==> src/rtl/kamacore_pkg.sv <==
// kamacore_pkg: shared widths and enums for the kamacore pipeline.
package kamacore_pkg;
    localparam int cpu_width = 32;
    localparam int reg_addr_width = 5;
    typedef enum logic [1:0] {MEM_BYTE = 2'd0, MEM_HALF = 2'd1, MEM_WORD = 2'd2} mem_size_t;
    typedef enum logic [1:0] {IDLE, WAIT, DONE} mem_state_t;
endpackage

==> src/rtl/kamacore_mem_align.sv <==
// kamacore_mem_align: store lane placement and load extract/extend for the memory stage.
// Misaligned low address bits are aligned down to the access size.
module kamacore_mem_align
    import kamacore_pkg::*;
#(
    parameter int W = cpu_width
) (
    input  mem_size_t    size_i,
    input  logic [1:0]   addr_lo_i,
    input  logic         unsigned_i,
    input  logic [W-1:0] store_data_i,
    input  logic [W-1:0] rdata_i,
    output logic [3:0]   be_o,
    output logic [W-1:0] wdata_o,
    output logic [W-1:0] load_o
);
    logic [1:0]   off;
    logic [W-1:0] shifted;
    always_comb begin
        off = size_i == MEM_BYTE ? addr_lo_i : size_i == MEM_HALF ? {addr_lo_i[1], 1'b0} : 2'b00;
        be_o = size_i == MEM_BYTE ? 4'b0001 << off : size_i == MEM_HALF ? 4'b0011 << off : 4'b1111;
        wdata_o = size_i == MEM_BYTE ? {(W/8){store_data_i[7:0]}} :
                  size_i == MEM_HALF ? {(W/16){store_data_i[15:0]}} : store_data_i;
        shifted = rdata_i >> {off, 3'b000};
        load_o = size_i == MEM_BYTE ? {{(W-8){~unsigned_i & shifted[7]}}, shifted[7:0]} :
                 size_i == MEM_HALF ? {{(W-16){~unsigned_i & shifted[15]}}, shifted[15:0]} : shifted;
    end
endmodule

==> src/rtl/kamacore_stage_mem.sv <==
// kamacore_stage_mem: memory stage issuing req/ack data accesses and registering MEM/WB.
// Optional KAMACORE_MEM_MISALIGN_TRAP_EN traps misaligned half/word accesses.
module kamacore_stage_mem
    import kamacore_pkg::*;
#(
    parameter int CPU_WIDTH      = cpu_width,
    parameter int REG_ADDR_WIDTH = reg_addr_width
) (
    input  logic                      clk,
    input  logic                      clear,
    input  logic                      hold,
    input  logic                      flush,
    input  logic                      ex_valid,
    input  logic [CPU_WIDTH-1:0]      ex_alu_result,
    input  logic [CPU_WIDTH-1:0]      ex_read_data_b,
    input  logic [REG_ADDR_WIDTH-1:0] ex_destination_register,
    input  logic                      ex_control_memory_read,
    input  logic                      ex_control_memory_write,
    input  logic [1:0]                ex_mem_size,
    input  logic                      ex_mem_unsigned,
    input  logic                      ex_control_write_rd,
    input  logic                      ex_control_write_register,
    output logic                      mem_busy,
    output logic                      dmem_req,
    output logic                      dmem_we,
    output logic [CPU_WIDTH-1:0]      dmem_addr,
    output logic [CPU_WIDTH-1:0]      dmem_wdata,
    output logic [3:0]                dmem_be,
    input  logic                      dmem_ack,
    input  logic [CPU_WIDTH-1:0]      dmem_rdata,
    output logic [REG_ADDR_WIDTH-1:0] destination_register,
    output logic [CPU_WIDTH-1:0]      read_data_b,
    output logic [CPU_WIDTH-1:0]      data_memory_result,
    output logic                      control_memory_read,
    output logic                      control_write_rd,
    output logic                      control_write_register
`ifdef KAMACORE_MEM_MISALIGN_TRAP_EN
    ,
    output logic                      mem_misaligned
`endif
);
    mem_state_t           state_q;
    mem_size_t            size;
    logic                 kill_q, mem_op, mis, issue, cap_en, cap_live;
    logic [3:0]           be;
    logic [CPU_WIDTH-1:0] res_q, wdata, load_data, acc_data, cap_data;

    assign size = mem_size_t'(ex_mem_size);
    assign mem_op = ex_valid & (ex_control_memory_read | ex_control_memory_write);
`ifdef KAMACORE_MEM_MISALIGN_TRAP_EN
    assign mis = mem_op & (size == MEM_HALF ? ex_alu_result[0] : size != MEM_BYTE && ex_alu_result[1:0] != 2'b00);
`else
    assign mis = 1'b0;
`endif
    assign issue = state_q == IDLE & mem_op & ~flush & ~mis;
    assign mem_busy = state_q == IDLE ? issue : state_q == WAIT ? ~dmem_ack | hold : hold;
    assign cap_en = state_q == IDLE ? ~issue & ~hold : state_q == WAIT ? dmem_ack & ~hold : ~hold;
    // A flush seen at any point of an outstanding access turns its write-back into a bubble.
    assign cap_live = state_q == IDLE ? ex_valid & ~flush & ~mis : ~(kill_q | flush);
    assign acc_data = ex_control_memory_read & ~ex_control_memory_write ? load_data : ex_alu_result;
    assign cap_data = state_q == IDLE ? ex_alu_result : state_q == WAIT ? acc_data : res_q;

    kamacore_mem_align #(.W(CPU_WIDTH)) u_align (
        .size_i       (size),
        .addr_lo_i    (ex_alu_result[1:0]),
        .unsigned_i   (ex_mem_unsigned),
        .store_data_i (ex_read_data_b),
        .rdata_i      (dmem_rdata),
        .be_o         (be),
        .wdata_o      (wdata),
        .load_o       (load_data)
    );

    always_ff @(posedge clk) begin
        if (clear) begin
            state_q <= IDLE;
            kill_q <= 1'b0;
            res_q <= '0;
            dmem_req <= 1'b0;
            dmem_we <= 1'b0;
            dmem_be <= 4'b0000;
            dmem_addr <= '0;
            dmem_wdata <= '0;
            destination_register <= '0;
            read_data_b <= '0;
            data_memory_result <= '0;
            control_memory_read <= 1'b0;
            control_write_rd <= 1'b0;
            control_write_register <= 1'b0;
`ifdef KAMACORE_MEM_MISALIGN_TRAP_EN
            mem_misaligned <= 1'b0;
`endif
        end else begin
`ifdef KAMACORE_MEM_MISALIGN_TRAP_EN
            mem_misaligned <= cap_en & state_q == IDLE & ex_valid & ~flush & mis;
`endif
            if (cap_en) begin
                destination_register <= ex_destination_register;
                read_data_b <= ex_read_data_b;
                data_memory_result <= cap_data;
                control_memory_read <= ex_control_memory_read & cap_live;
                control_write_rd <= ex_control_write_rd & cap_live;
                control_write_register <= ex_control_write_register & cap_live;
            end
            case (state_q)
                IDLE: if (issue) begin
                    state_q <= WAIT;
                    kill_q <= 1'b0;
                    dmem_req <= 1'b1;
                    dmem_we <= ex_control_memory_write;
                    dmem_addr <= {ex_alu_result[CPU_WIDTH-1:2], 2'b00};
                    dmem_be <= be;
                    dmem_wdata <= wdata;
                end
                WAIT: begin
                    kill_q <= kill_q | flush;
                    if (dmem_ack) begin
                        dmem_req <= 1'b0;
                        dmem_we <= 1'b0;
                        dmem_be <= 4'b0000;
                        res_q <= acc_data;
                        state_q <= hold ? DONE : IDLE;
                    end
                end
                default: begin
                    kill_q <= kill_q | flush;
                    if (!hold) state_q <= IDLE;
                end
            endcase
        end
    end
endmodule

==> config.mk <==
export PLATFORM = sky130hd
export DESIGN_NAME = kamacore_stage_mem
export DESIGN_NICKNAME = d
export VERILOG_FILES = /design/src/rtl/kamacore_pkg.sv /design/src/rtl/kamacore_mem_align.sv /design/src/rtl/kamacore_stage_mem.sv
export SDC_FILE = /design/constraint.sdc
export NUM_CORES = 1
export LEC_CHECK = 0
export ABC_AREA = 1
export CAP_MARGIN = 20
export CORE_ASPECT_RATIO = 1.75
export CORE_UTILIZATION = 33
export CTS_BUF_LIST = sky130_fd_sc_hd__clkbuf_8
export DETAILED_ROUTE_END_ITERATION = 8
export MAX_ROUTING_LAYER = met4
export PLACE_DENSITY = 0.7
export SLEW_MARGIN = 40
export SYNTH_ARGS = -nofsm -noshare
export SYNTH_HDL_FRONTEND = slang
export SYNTH_SLANG_ARGS = --single-unit
==> constraint.sdc <==
create_clock -name clk -period 2.6 [get_ports clk]
set_input_delay 0.26 -clock clk [delete_from_list [all_inputs] [get_ports clk]]
set_output_delay 0.26 -clock clk [all_outputs]
set_load 0.01 [all_outputs]
Word level (Yosys, flattened, before mapping) --
Index checks and enable logic that the tools add are counted.
Storage, ports and cells: flip-flop bits (word level) 175, output and inout bits 143, word-level logic and storage cells 82
Cells by class: equality and inequality tests 5, shifts and indexed selects 3, muxes and demuxes 31, bitwise operators 22, reduce and logical (&&, ||, !) cells 7
Operators with widths (number):
- 32-bit 2-to-1 mux | 7
- 32-bit by 5-bit right shift with 32-bit output | 1
- 4-bit 2-to-1 mux | 4
- 1-bit AND | 12
- 2-bit 2-to-1 mux | 6
- 1-bit 2-to-1 mux | 10
- 4-bit case mux with 2 select lines | 1
- 1-bit inverter | 7
- 3-bit AND reduction | 2
- 2-bit by 1-bit equality test with 1-bit output (second input constant) | 2
- 2-bit zero test | 2
- 2-bit inequality test (second input constant) | 2
- 1-bit case mux with 2 select lines | 2
- 2-bit case mux with 2 select lines | 1
- 2-bit AND reduction | 2
- 1-bit by 2-bit << shifter with 4-bit output (first input constant) | 1
- 2-bit by 2-bit << shifter with 4-bit output (first input constant) | 1
- 3-bit by 1-bit inequality test with 1-bit output (second input constant) | 1
- 1-bit bitwise OR | 3
- 2-bit nonzero test | 1

Logic depth before layout (Yosys ltp) --
word-level depth 10, mapped depth 13, gate-level depth less buffers 11

Cells and area by module --
Synthesis repeated with hierarchy kept, for this count alone.
Second synthesis, totals: cells, all modules 1368, area total of the unflattened synthesis 8871.0 um^2
Modules (own cells, without submodules):
- kamacore_stage_mem | times used 1, cells each 1106, area each 7509.7 um^2, seq. area each 3503.4 um^2
- kamacore_mem_align | times used 1, cells each 262, area each 1361.3 um^2, seq. area each 0.0 um^2

Worst setup path after synthesis --
Ideal clock, no wire load.
kind register to register, start point reg state_q[1], end point reg control_memory_read, setup time 116 ps, arrival time 1405 ps, data required time 2484 ps, path slack 1079 ps, stages on the path, launching flop included 10, clock period less this slack 1521 ps, cells stage by stage dfxtp_1 -> buf_2 -> inv_2 -> nand2_2 -> nor3_4 -> nand2_2 -> nand2_2 -> inv_2 -> buf_2 -> o211a_1
Between the ends: cells in the longest elaborated chain, start to end 6
Ends and longest elaborated chain:
- start: declaration | RTL line kamacore_stage_mem.sv:42 | mem_state_t state_q;
- start signal: assignment | RTL line kamacore_stage_mem.sv:122 | state_q <= hold ? DONE : IDLE;
- 2-bit zero test | RTL line kamacore_stage_mem.sv:55, kamacore_stage_mem.sv:57, kamacore_stage_mem.sv:59
- 1-bit AND (2 in series) | RTL line kamacore_stage_mem.sv:55 | assign issue = state_q == IDLE & mem_op & ~flush & ~mis;
- 1-bit inverter | RTL line kamacore_stage_mem.sv:57 | assign cap_en = state_q == IDLE ? ~issue & ~hold : state_q == WAIT ? dmem_ack & ~hold : ~hold;
- 1-bit AND | RTL line kamacore_stage_mem.sv:57
- 1-bit 2-to-1 mux | RTL line kamacore_stage_mem.sv:57
- end signal: assignment | RTL line kamacore_stage_mem.sv:101 | control_memory_read <= ex_control_memory_read & cap_live;
- end: declaration | RTL line kamacore_stage_mem.sv:34 | output logic control_memory_read,
Parallel ways exist; a longest one is shown, timed or not. A chain may end at the register's enable or synchronous reset.

Worst setup path in the final report --
start point reg state_q[0], end point out mem_busy
Between the ends: cells in the longest elaborated chain, start to end 4
Ends and longest elaborated chain:
- 2-bit zero test | RTL line kamacore_stage_mem.sv:55, kamacore_stage_mem.sv:56
- 1-bit AND (2 in series) | RTL line kamacore_stage_mem.sv:55
- 1-bit 2-to-1 mux (*) | RTL line kamacore_stage_mem.sv:56 | assign mem_busy = state_q == IDLE ? issue : state_q == WAIT ? ~dmem_ack | hold : hold;
- end: declaration | RTL line kamacore_stage_mem.sv:23 | output logic mem_busy,
Mark *: on every way between the ends. The rest lies on a longest branch, timed or not.

==> results.md <==
- Run status: completed
- Clk slew on worst S/H paths: 0.09 ns
- Worst-Skew Late Latency: 0.50 ns
- CTS resizes: 0
- First drt pass iteration count: 5
- Io pins: 257
- Worst vdd ir: 0.000420 V
- RR Startpoint: state_q[1]$_SDFFE_PP0P_
- Worst Hold End: read_data_b[21]$_SDFFE_PP0P_
- Pin count of the biggest net entering global routing: 128
- Post-synth EDFFs: 0
- CTS Root Cell: clkbuf_8
- Seq/Total Area, Yosys: 44.4%
- Share of layout cells above drive strength 1: 8.15%
- Post-route cell area: 11100 um^2
- Combinational family with the most area after synthesis: simple AND/OR/NAND/NOR gates
- RSZ-0062 raised after global routing: no
- Cell Area, Placed: 10600 um^2
- Setup Buffers After CTS: 0
- CTS Buffer Depth: 2
- Post-Syn Area per Cell: 7.34 um^2
- Simple-Gate Fraction of Synth Area: 24.9%
- Crit Path Category: flip-flop to output pin
- Syn Inst Count: 1075
- Pleak: 4.24 nW
- Port bufs: 254
- Die Span Y: 207 um
- YS warnings: 0
- FFs w/ async S/R, synth: 0%
- DRC: 0
- Worst endpoint data arrival time: 2.01 ns
- Placer congestion estimate: 0.890
- Reg2reg path depth: 8
- Post-DP HPWL: 20.7 mm
- Drt first-iter violations: 601
- Antenna violations before repair: 0
- Final Hold Fails: 0
- GR Overflow Total: 0
- Vias in the first global route: 8018
- Critical R2R Capture: res_q[26]$_SDFFE_PP0P_
- H-tree Lvls: 4
- Final Util: 47.2%
- Top cells by area, synth: dfxtp_1 44%, nand2_1 13%, o21ai_0 8.5%, a21oi_1 7.1%, nor2_1 3.9%
- Die Wd: 119 um
- Cell taking the most area after synthesis: dfxtp_1
- Yosys cell types: 38
- Fraction of the mapped netlist area in compound gates: 24.0%
- Synth top area share: 44.4%
- TritonCTS Buffers: 17
- Fin Hold WS: 0.341 ns
- FF+latch count, synth: 175
- Clock sink count: 175
- Hold path depth: 5
- Setup TNS: 0 ns
- Commonest non-fill, non-tap cell in the layout: nand2_1
- Routed via count: 8390
- Skew final: 0.00930 ns
- Post-CTS Hold Fix Bufs: 0
- Final wirelength: 29.1 mm
- Pwr Density: 572 nW/um^2
- Tmin final: 2.27 ns
- Die ar.: 24600 um^2
- Worst hold start: clear
- Global-route wire length before repair: 44.7 mm
- Final ANT Viol Nets: 0
- Cell row count: 74
- Hold Path Class: input port to flip-flop
- Vias per cell: 5.23
- Ant diodes: 0
- Post-Synth Adder-Cell Area: 0%
- CTS tree: built
- Core footprint: 23400 um^2
- Max_slew headroom: 59.5%
- Synthesized cell area: 7890 um^2
- Final setup fails: 0
- Multiplexer share of the synthesized area: 0%
- Crit share post-route: 87.5%
- Slew Limit Fails: 0
- Crit path required time: 2.34 ns
- Final net count: 1401
- Area grow syn2layout: 40.0%
- Total GRT Usage: 24.7%
- Fmax: 440 MHz
- Synth Area in XOR/XNOR: 0%
- CP max FO: 5
- Setup crit start kind: flip-flop
- Total Power: 6.32 mW
- Critical Path Sink Type: output pin
- WL/cell: 18.1 um
- Setup slack, reg-to-reg: 0.79 ns
- Max-Cap Viols: 0
- Synth Flop Type: dfxtp_1
- Initial Utilization: 33.7%
- Worst Tran Pin Value: 0.607 ns
- Most frequent cells in the layout: 270 x nand2_1, 253 x clkdlybuf4s50_1, 175 x dfxtp_1, 134 x o21ai_0, 112 x a21oi_1
-- worst max path at each step --
| stage | start | end | slack (ns) |
|---|---|---|---|
| 2_1_floorplan | state_q[1]$_SDFFE_PP0P_ | control_memory_read$_SDFFE_PP0P_ | 1.08 |
| 3_3_place_gp | ex_mem_size[1] | data_memory_result[20]$_SDFFE_PP0P_ | 0.21 |
| 3_5_place_dp | ex_mem_size[1] | data_memory_result[20]$_SDFFE_PP0P_ | 0.17 |
| 4_1_cts | state_q[0]$_SDFFE_PP0P_ | mem_busy | 0.28 |
| 5_1_grt | state_q[0]$_SDFFE_PP0P_ | mem_busy | 0.15 |
| 6_report | state_q[0]$_SDFFE_PP0P_ | mem_busy | 0.33 |
-- Yosys cell counts, types with 5 or more instances --
cell,instances
inv_1,17
o21ai_0,134
nand2_1,270
a41oi_1,8
dfxtp_1,175
a21oi_1,112
buf_2,24
or2_2,25
o211ai_1,21
nand4_1,7
a221oi_1,32
buf_4,10
nand3_1,54
nor2_1,83
a31oi_1,16
inv_2,5
nand2_2,5
clkbuf_1,45
-- through the flow --
stage | instances | setup WS (ns)
after floorplan | 1076 | 1.08
after global placement | 1572 | 0.211
after detailed placement | 1572 | 0.174
after CTS | 1604 | 0.275
after global routing | 1604 | 0.153
final | 1604 | 0.325
-- sequential cells by signal, summed over array words and instances, names as in the netlist, 2 cells and up --
signal                cells
read_data_b              32
dmem_wdata               32
destination_register      5
dmem_addr                30
dmem_be                   4
data_memory_result       32
res_q                    32
state_q                   2
-- where the power goes --
part           total (mW)  switching (mW)  internal [mW]
Sequential           2.96          0.0929           2.86
Combinational        1.41           0.749          0.660
Clock                1.95            1.05          0.902
Total                6.32            1.89           4.42
-- area by class of cell --
type                            instances  area, um^2
Fill cell                            2331       12400
Multi-Input combinational cell        788        3880
Sequential cell                       175        3500
Timing Repair Buffer                  278        2780
Tap cell                              304         380
Clock buffer                           19         262
Clock inverter                         13         140
Inverter                               27         106
-- routing by layer --
layer	GRT usage, %	vias up	routed length, um
met3	4.48	54	1550
met4	12.9	0	1210
met5	-	-	0
met2	43.8	340	15200
li1	-	4105	-
met1	26.1	3891	11100
-- critical path, cell delays in order, from the launching register on --
cell	delay, ns
dfxtp_1	0.33
inv_1	0.07
nand2_2	0.10
nor3_4	0.19
nand2_2	0.13
o21ai_0	0.09
clkdlybuf4s50_1	0.60
-- kinds of logic (layout without fill, tap and decap cells) --
group                  Yosys count  after routing
other                            1              2
AO/OA/AOI/OAI                  329            329
AND/OR/NAND/NOR                457            457
buffers and inverters          113            337
flip-flops                     175            175
Power figures use the tool's default switching activity.
